[config.mk]
export PLATFORM = sky130hd
export DESIGN_NAME = triangle_setup
export DESIGN_NICKNAME = d
export VERILOG_FILES = /design/src/rtl/triangle_setup.sv
export SDC_FILE = /design/constraint.sdc
export NUM_CORES = 2
export LEC_CHECK = 0
export CAP_MARGIN = 20
export CORE_AREA = 2 2 440 442
export CTS_CLUSTER_DIAMETER = 100
export DETAILED_ROUTE_END_ITERATION = 6
export DIE_AREA = 0 0 442 444
export PLACE_DENSITY = 0.53
export SYNTH_ARGS = -nofsm -noshare
export SYNTH_HDL_FRONTEND = slang
export SYNTH_SLANG_ARGS = --single-unit
[constraint.sdc]
create_clock -name clk -period 11.4 [get_ports clk]
set_input_delay 2.28 -clock clk [delete_from_list [all_inputs] [get_ports clk]]
set_output_delay 2.28 -clock clk [all_outputs]
set_load 0.05 [all_outputs]
[src/rtl/triangle_setup.sv]
// Triangle setup stage: accepts one screen-space triangle per valid/ready handshake and derives
// the three edge functions E_k(x,y) = A_k*x + B_k*y + C_k, one edge per cycle over a shared
// multiplier pair. It also accumulates the doubled signed area and the raw bounding box, rejects
// degenerate, culled or fully offscreen triangles, normalises the winding so that the inside is
// positive, and clamps the bounding box to the screen.
//
// Ports:
//   clk, reset_n          clock, asynchronous active-low reset
//   in_valid / in_ready   triangle input handshake
//   vertexes              3 vertices x {x,y,z}; vertex v component c (0=x,1=y,2=z) sits at
//                         bits [(3*v+c)*COORD_WIDTH +: COORD_WIDTH], signed; z is ignored
//   out_valid / out_ready result handshake
//   bound_coefs           edge k: A_k at slot 2*k, B_k at slot 2*k+1, each COORD_WIDTH+1 signed
//   bound_const           edge k: C_k at slot k, each 2*COORD_WIDTH+2 signed
//   bbox_min/max_x/y      bounding box clamped to the screen
//   flipped               input winding was negative and outputs were negated
//   dropped               one-cycle pulse when a triangle is rejected
module triangle_setup #(
    parameter int COORD_WIDTH   = 16,
    parameter int SCREEN_X_SIZE = 800,
    parameter int SCREEN_Y_SIZE = 600,
    parameter int CULL_MODE     = 0
) (
    input  logic                                 clk,
    input  logic                                 reset_n,
    input  logic                                 in_valid,
    output logic                                 in_ready,
    input  logic [9*COORD_WIDTH-1:0]             vertexes,
    output logic                                 out_valid,
    input  logic                                 out_ready,
    output logic [6*(COORD_WIDTH+1)-1:0]         bound_coefs,
    output logic [3*(2*COORD_WIDTH+2)-1:0]       bound_const,
    output logic [$clog2(SCREEN_X_SIZE)-1:0]     bbox_min_x,
    output logic [$clog2(SCREEN_X_SIZE)-1:0]     bbox_max_x,
    output logic [$clog2(SCREEN_Y_SIZE)-1:0]     bbox_min_y,
    output logic [$clog2(SCREEN_Y_SIZE)-1:0]     bbox_max_y,
    output logic                                 flipped,
    output logic                                 dropped
);

    localparam int CW = COORD_WIDTH;
    localparam int KW = 2 * CW + 2;   // edge constant width
    localparam int AW = 2 * CW + 4;   // area accumulator width
    localparam int XW = $clog2(SCREEN_X_SIZE);
    localparam int YW = $clog2(SCREEN_Y_SIZE);

    typedef enum logic [2:0] {
        StIdle,
        StEdge0,
        StEdge1,
        StEdge2,
        StClassify,
        StOut
    } state_e;

    state_e state_q, state_d;

    // Latched vertices
    logic signed [CW-1:0] vx_q [3];
    logic signed [CW-1:0] vy_q [3];

    // Working registers filled during the edge cycles
    logic signed [CW:0]   a_q [3];
    logic signed [CW:0]   b_q [3];
    logic signed [KW-1:0] c_q [3];
    logic signed [AW-1:0] area_q;
    logic signed [CW-1:0] min_x_q, max_x_q, min_y_q, max_y_q;

    // Output registers; only updated when a triangle is accepted
    logic signed [CW:0]   oa_q [3];
    logic signed [CW:0]   ob_q [3];
    logic signed [KW-1:0] oc_q [3];
    logic [XW-1:0]        bbox_min_x_q, bbox_max_x_q;
    logic [YW-1:0]        bbox_min_y_q, bbox_max_y_q;
    logic                 flipped_q;
    logic                 dropped_q, dropped_d;

    // z components carry no information for setup
    logic unused_z;
    assign unused_z = ^{vertexes[2*CW +: CW], vertexes[5*CW +: CW], vertexes[8*CW +: CW]};

    // ------------------------------------------------------------------
    // Edge datapath: edge k uses vertex i = k and j = (k+1)%3
    // ------------------------------------------------------------------
    logic [1:0]           edge_idx;
    logic                 in_edge;
    logic                 first_edge;
    logic signed [CW-1:0] xi, yi, xj, yj;
    logic signed [2*CW-1:0] prod_ij, prod_ji;
    logic signed [CW:0]   edge_a, edge_b;
    logic signed [KW-1:0] edge_c;
    logic signed [AW-1:0] area_base, area_sum;
    logic signed [CW-1:0] min_x_d, max_x_d, min_y_d, max_y_d;

    always_comb begin
        edge_idx = 2'd0;
        case (state_q)
            StEdge1: edge_idx = 2'd1;
            StEdge2: edge_idx = 2'd2;
            default: edge_idx = 2'd0;
        endcase
    end

    assign in_edge    = (state_q == StEdge0) || (state_q == StEdge1) || (state_q == StEdge2);
    assign first_edge = (state_q == StEdge0);

    always_comb begin
        xi = vx_q[0];
        yi = vy_q[0];
        xj = vx_q[1];
        yj = vy_q[1];
        case (edge_idx)
            2'd1: begin
                xi = vx_q[1];
                yi = vy_q[1];
                xj = vx_q[2];
                yj = vy_q[2];
            end
            2'd2: begin
                xi = vx_q[2];
                yi = vy_q[2];
                xj = vx_q[0];
                yj = vy_q[0];
            end
            default: ;
        endcase
    end

    // Shared multiplier pair, operands sign-extended so the 2*CW product is exact
    assign prod_ij = $signed({{CW{xi[CW-1]}}, xi}) * $signed({{CW{yj[CW-1]}}, yj});
    assign prod_ji = $signed({{CW{xj[CW-1]}}, xj}) * $signed({{CW{yi[CW-1]}}, yi});

    assign edge_a = $signed({yi[CW-1], yi}) - $signed({yj[CW-1], yj});
    assign edge_b = $signed({xj[CW-1], xj}) - $signed({xi[CW-1], xi});
    assign edge_c = $signed({{2{prod_ij[2*CW-1]}}, prod_ij})
                  - $signed({{2{prod_ji[2*CW-1]}}, prod_ji});

    assign area_base = first_edge ? '0 : area_q;
    assign area_sum  = area_base + $signed({{2{edge_c[KW-1]}}, edge_c});

    // Running raw bounds include vertex i of the current edge
    assign min_x_d = (first_edge || (xi < min_x_q)) ? xi : min_x_q;
    assign max_x_d = (first_edge || (xi > max_x_q)) ? xi : max_x_q;
    assign min_y_d = (first_edge || (yi < min_y_q)) ? yi : min_y_q;
    assign max_y_d = (first_edge || (yi > max_y_q)) ? yi : max_y_q;

    // ------------------------------------------------------------------
    // Classification
    // ------------------------------------------------------------------
    logic area_zero, area_neg, cull_rej, off_rej, reject, accept_out;
    logic [XW-1:0] clamp_min_x, clamp_max_x;
    logic [YW-1:0] clamp_min_y, clamp_max_y;

    assign area_zero = (area_q == '0);
    assign area_neg  = area_q[AW-1];
    assign cull_rej  = ((CULL_MODE == 1) && area_neg)
                    || ((CULL_MODE == 2) && !area_neg && !area_zero);
    assign off_rej   = max_x_q[CW-1] || max_y_q[CW-1]
                    || (int'(min_x_q) >= SCREEN_X_SIZE)
                    || (int'(min_y_q) >= SCREEN_Y_SIZE);
    assign reject    = area_zero || cull_rej || off_rej;

    assign accept_out = (state_q == StClassify) && !reject;
    assign dropped_d  = (state_q == StClassify) && reject;

    // Offscreen triangles are already rejected, so min < SIZE and max >= 0 here
    assign clamp_min_x = min_x_q[CW-1] ? '0 : min_x_q[XW-1:0];
    assign clamp_min_y = min_y_q[CW-1] ? '0 : min_y_q[YW-1:0];
    assign clamp_max_x = (int'(max_x_q) > SCREEN_X_SIZE - 1) ? XW'(SCREEN_X_SIZE - 1)
                                                             : max_x_q[XW-1:0];
    assign clamp_max_y = (int'(max_y_q) > SCREEN_Y_SIZE - 1) ? YW'(SCREEN_Y_SIZE - 1)
                                                             : max_y_q[YW-1:0];

    // ------------------------------------------------------------------
    // FSM
    // ------------------------------------------------------------------
    always_comb begin
        state_d = state_q;
        case (state_q)
            StIdle:     if (in_valid) state_d = StEdge0;
            StEdge0:    state_d = StEdge1;
            StEdge1:    state_d = StEdge2;
            StEdge2:    state_d = StClassify;
            StClassify: state_d = reject ? StIdle : StOut;
            StOut:      if (out_ready) state_d = StIdle;
            default:    state_d = StIdle;
        endcase
    end

    assign in_ready  = (state_q == StIdle);
    assign out_valid = (state_q == StOut);

    always_ff @(posedge clk or negedge reset_n) begin
        if (!reset_n) begin
            state_q <= StIdle;
        end else begin
            state_q <= state_d;
        end
    end

    // Vertex latch and working registers
    always_ff @(posedge clk or negedge reset_n) begin
        if (!reset_n) begin
            for (int v = 0; v < 3; v++) begin
                vx_q[v] <= '0;
                vy_q[v] <= '0;
                a_q[v]  <= '0;
                b_q[v]  <= '0;
                c_q[v]  <= '0;
            end
            area_q  <= '0;
            min_x_q <= '0;
            max_x_q <= '0;
            min_y_q <= '0;
            max_y_q <= '0;
        end else begin
            if (in_ready && in_valid) begin
                for (int v = 0; v < 3; v++) begin
                    vx_q[v] <= vertexes[(3*v)*CW +: CW];
                    vy_q[v] <= vertexes[(3*v+1)*CW +: CW];
                end
            end
            if (in_edge) begin
                for (int k = 0; k < 3; k++) begin
                    if (edge_idx == 2'(k)) begin
                        a_q[k] <= edge_a;
                        b_q[k] <= edge_b;
                        c_q[k] <= edge_c;
                    end
                end
                area_q  <= area_sum;
                min_x_q <= min_x_d;
                max_x_q <= max_x_d;
                min_y_q <= min_y_d;
                max_y_q <= max_y_d;
            end
        end
    end

    // Output registers
    always_ff @(posedge clk or negedge reset_n) begin
        if (!reset_n) begin
            for (int k = 0; k < 3; k++) begin
                oa_q[k] <= '0;
                ob_q[k] <= '0;
                oc_q[k] <= '0;
            end
            bbox_min_x_q <= '0;
            bbox_max_x_q <= '0;
            bbox_min_y_q <= '0;
            bbox_max_y_q <= '0;
            flipped_q    <= 1'b0;
            dropped_q    <= 1'b0;
        end else begin
            dropped_q <= dropped_d;
            if (accept_out) begin
                // Negation cannot overflow: |A|,|B| <= 2^CW - 1 and C has two guard bits
                for (int k = 0; k < 3; k++) begin
                    oa_q[k] <= area_neg ? -a_q[k] : a_q[k];
                    ob_q[k] <= area_neg ? -b_q[k] : b_q[k];
                    oc_q[k] <= area_neg ? -c_q[k] : c_q[k];
                end
                bbox_min_x_q <= clamp_min_x;
                bbox_max_x_q <= clamp_max_x;
                bbox_min_y_q <= clamp_min_y;
                bbox_max_y_q <= clamp_max_y;
                flipped_q    <= area_neg;
            end
        end
    end

    for (genvar k = 0; k < 3; k++) begin : g_out
        assign bound_coefs[(2*k)*(CW+1) +: CW+1]   = oa_q[k];
        assign bound_coefs[(2*k+1)*(CW+1) +: CW+1] = ob_q[k];
        assign bound_const[k*KW +: KW]             = oc_q[k];
    end

    assign bbox_min_x = bbox_min_x_q;
    assign bbox_max_x = bbox_max_x_q;
    assign bbox_min_y = bbox_min_y_q;
    assign bbox_max_y = bbox_max_y_q;
    assign flipped    = flipped_q;
    assign dropped    = dropped_q;

endmodule

==> impl_metrics.json <==
{
  "outcome": "finished, final reports clean",
  "vias_per_cell": 4.66,
  "routed_wl_mm": 175,
  "gp_congestion": 0.945,
  "root_buffer": "clkbuf_16",
  "crit_arrival_ns": 11.58,
  "final-seq-area_um2": 16200,
  "hold_path.class": "reg -> reg",
  "cts_made_buffers": 77,
  "critPathLaunchType": "flip-flop",
  "drc": 0,
  "htreeDepth": 3,
  "dominantRegCellSynth": "dfrtp_1",
  "cp_slowest_stage_delay_ns": 0.59,
  "finalSetupViolCount": 0,
  "synth_common_cells": "inv_1 (857), nand2_1 (678), dfrtp_1 (646)",
  "cp.required_ns": 11.98,
  "syn_inst": 5548,
  "finalHoldViolations": 0,
  "cts_tree": "built",
  "crit_top_cell": "fa_1",
  "fmax_ghz": 0.0910,
  "cts_num_sinks": 646,
  "multi_input_area_um2": 33500,
  "io-pin-count": 396,
  "grt_pass1_vias": 42200,
  "synth_top_area_cell": "dfrtp_1",
  "syn_nets": 6592,
  "wl_per_cell_um": 20.0,
  "worstReg2RegEnd": "area_q[35]",
  "max-slew-margin-rel_pct": 26.1,
  "tightest_slew_ns": 1.11,
  "crit_path_end_kind": "flip-flop",
  "port_buffers": 347,
  "first_pass_iters": 7,
  "rows": 161,
  "start_util_pct": 27.9,
  "drive_above_1_share_pct": 14.8,
  "path_max_fanout": 22,
  "antenna_found_initial": 8,
  "final_cell_area_um2": 66000,
  "vias": 40700,
  "syn_to_final_growth_pct": 23.6,
  "die-area_um2": 196000,
  "netlist.area_leader.share_pct": 30.3,
  "postSynth.asyncResetShare_pct": 100,
  "ff2ff_setup_slack_ns": 0.41,
  "ant_nets": 0,
  "die_h_um": 444,
  "fin_skew_ns": 0.0385,
  "post-route-util_pct": 34.4,
  "crit_end": "area_q[35]",
  "core_area_um2": 192000,
  "yosysSeqAreaShare_pct": 30.3,
  "grt_pass1_wl_mm": 266,
  "drtIter0Drc": 2631,
  "clkLatencyLatePin_ns": 0.71,
  "cp-startpoint": "state_q[0]",
  "synth-edff-count": 0,
  "r2r_cells": 40,
  "r2r_start": "state_q[0]",
  "synth.most_common_cell": "inv_1",
  "cts_hold_buffers": 0,
  "grt_max_degree": 237,
  "nets": 7202,
  "clk_pin_slew_ns": 0.06,
  "yosys-top-cells-area": "dfrtp_1 (30%), fa_1 (22%), ha_1 (7.1%)",
  "dp_hpwl_mm": 139,
  "drv_slew": 0,
  "nFillCells": 19500,
  "synth_seq_cells": 646,
  "fin_crit_ns": 10.99,
  "yosys_warnings": 0,
  "maxCapViolCount": 0,
  "grt.total_usage_pct": 17.9,
  "slowest_stage": "fa_1",
  "avgSynthCellArea_um2": 9.62,
  "post_dp_cell_area_um2": 62400,
  "critical_path_class": "reg -> reg",
  "fin_crit_sh_pct": 96.4,
  "clockBufferDepth": 3,
  "dieWidth_um": 442,
  "synth_cell_types": 67,
  "syn_area_um2": 53400,
  "grt_overflow_total": 0
}
how the worst min path moves through the flow:
stage	endpoint	slack [ns]	cells after the start	startpoint
5_1_grt	bbox_min_y[0]	0.49	2	bbox_min_y[0]
3_5_place_dp	bbox_min_y[0]	0.46	2	bbox_min_y[0]
3_3_place_gp	bbox_min_x[0]	0.46	2	bbox_min_x[0]
4_1_cts	bbox_min_y[0]	0.47	2	bbox_min_y[0]
6_report	bbox_min_y[0]	0.47	2	bbox_min_y[0]
2_1_floorplan	area_q[9]	0.45	2	area_q[9]
flip-flops by register name (all words and copies together) (netlist names), 36 cells and up:
name,flops
vx_q,48
bound_const,102
bound_coefs,102
b_q,51
vy_q,48
c_q,99
area_q,36
a_q,51
cells in the final DEF (no fill, tap or decap), types with 63 or more instances in the layout:
cell / netlist / layout
ha_1: 303 / 295
dfrtp_1: 646 / 645
xor2_1: 172 / 172
a21oi_1: 150 / 127
o21ai_0: 373 / 365
mux2_2: 258 / 258
inv_1: 857 / 836
nand2_1: 678 / 674
buf_4: 0 / 351
fa_1: 593 / 586
o31ai_1: 76 / 75
xnor2_1: 112 / 104
mux2i_1: 68 / 68
nor2_1: 464 / 454
clkdlybuf4s50_1: 0 / 346
clkbuf_16: 0 / 79
a22oi_1: 64 / 63
logic make-up after synthesis:
| family | synth area share [%] |
|---|---|
| compound gates | 9.81 |
| simple gates | 11.5 |
| xor+xnor | 4.66 |
| fa+ha+maj | 29.4 |
| flops | 30.3 |
| mux | 6.72 |
| buf+inv | 7.69 |
worst max-delay path, delay by kind of cell, from the launching register on:
kind	cells	cell delay (ns)
XOR/XNOR	2	0.28
multiplexers	1	0.27
buffers and inverters	12	1.85
AND/OR/NAND/NOR	5	0.83
AO/OA/AOI/OAI	9	1.96
adder cells (fa/ha/maj)	11	5.29
flip-flops	1	0.36
area by class of cell:
cell class / count / area share (%)
Tap cell: 2526 / 4.79
Timing Repair Buffer: 757 / 10.9
Clock inverter: 29 / 0.668
Antenna cell: 1 / 0.00379
Inverter: 867 / 5.02
Multi-Input combinational cell: 3809 / 50.8
Clock buffer: 109 / 3.33
Sequential cell: 646 / 24.5
what timing repair did:
| item | CTS | global route |
|---|---|---|
| gates resized for setup | 22 | 103 |
| hold endpoints to repair | 0 | 0 |
| setup buffers | 5 | 47 |
| pin swaps | 2 | 27 |
| cloned | 1 | 2 |
| setup endpoints to repair | 2 | 9 |
metal layers:
metal  vias up  wire length, µm  part of all wire (%)  GRT usage, %
met5         -               25                 0.014             0
met4         4             5420                   3.1          5.56
met3       205             7500                   4.3          2.21
met2       938            83600                    48          30.0
met1     20500            78100                    45          23.9
li1      19100                -                     -             -
through the flow:
stage	setup slack, ns	hold slack, ns	setup TNS (ns)	instances
floorplan	0.0390	0.453	0	5548
global placement	-0.337	0.457	-0.337	8549
detailed placement	-0.378	0.460	-0.395	8550
CTS	0.00189	0.472	0	8694
global route	-0.00164	0.493	-0.00164	8744
finish	0.407	0.469	0	8744
Power is left out: the tool's default activity adds up to more than one toggle a clock period on the data nets, which glitch-free logic cannot reach.
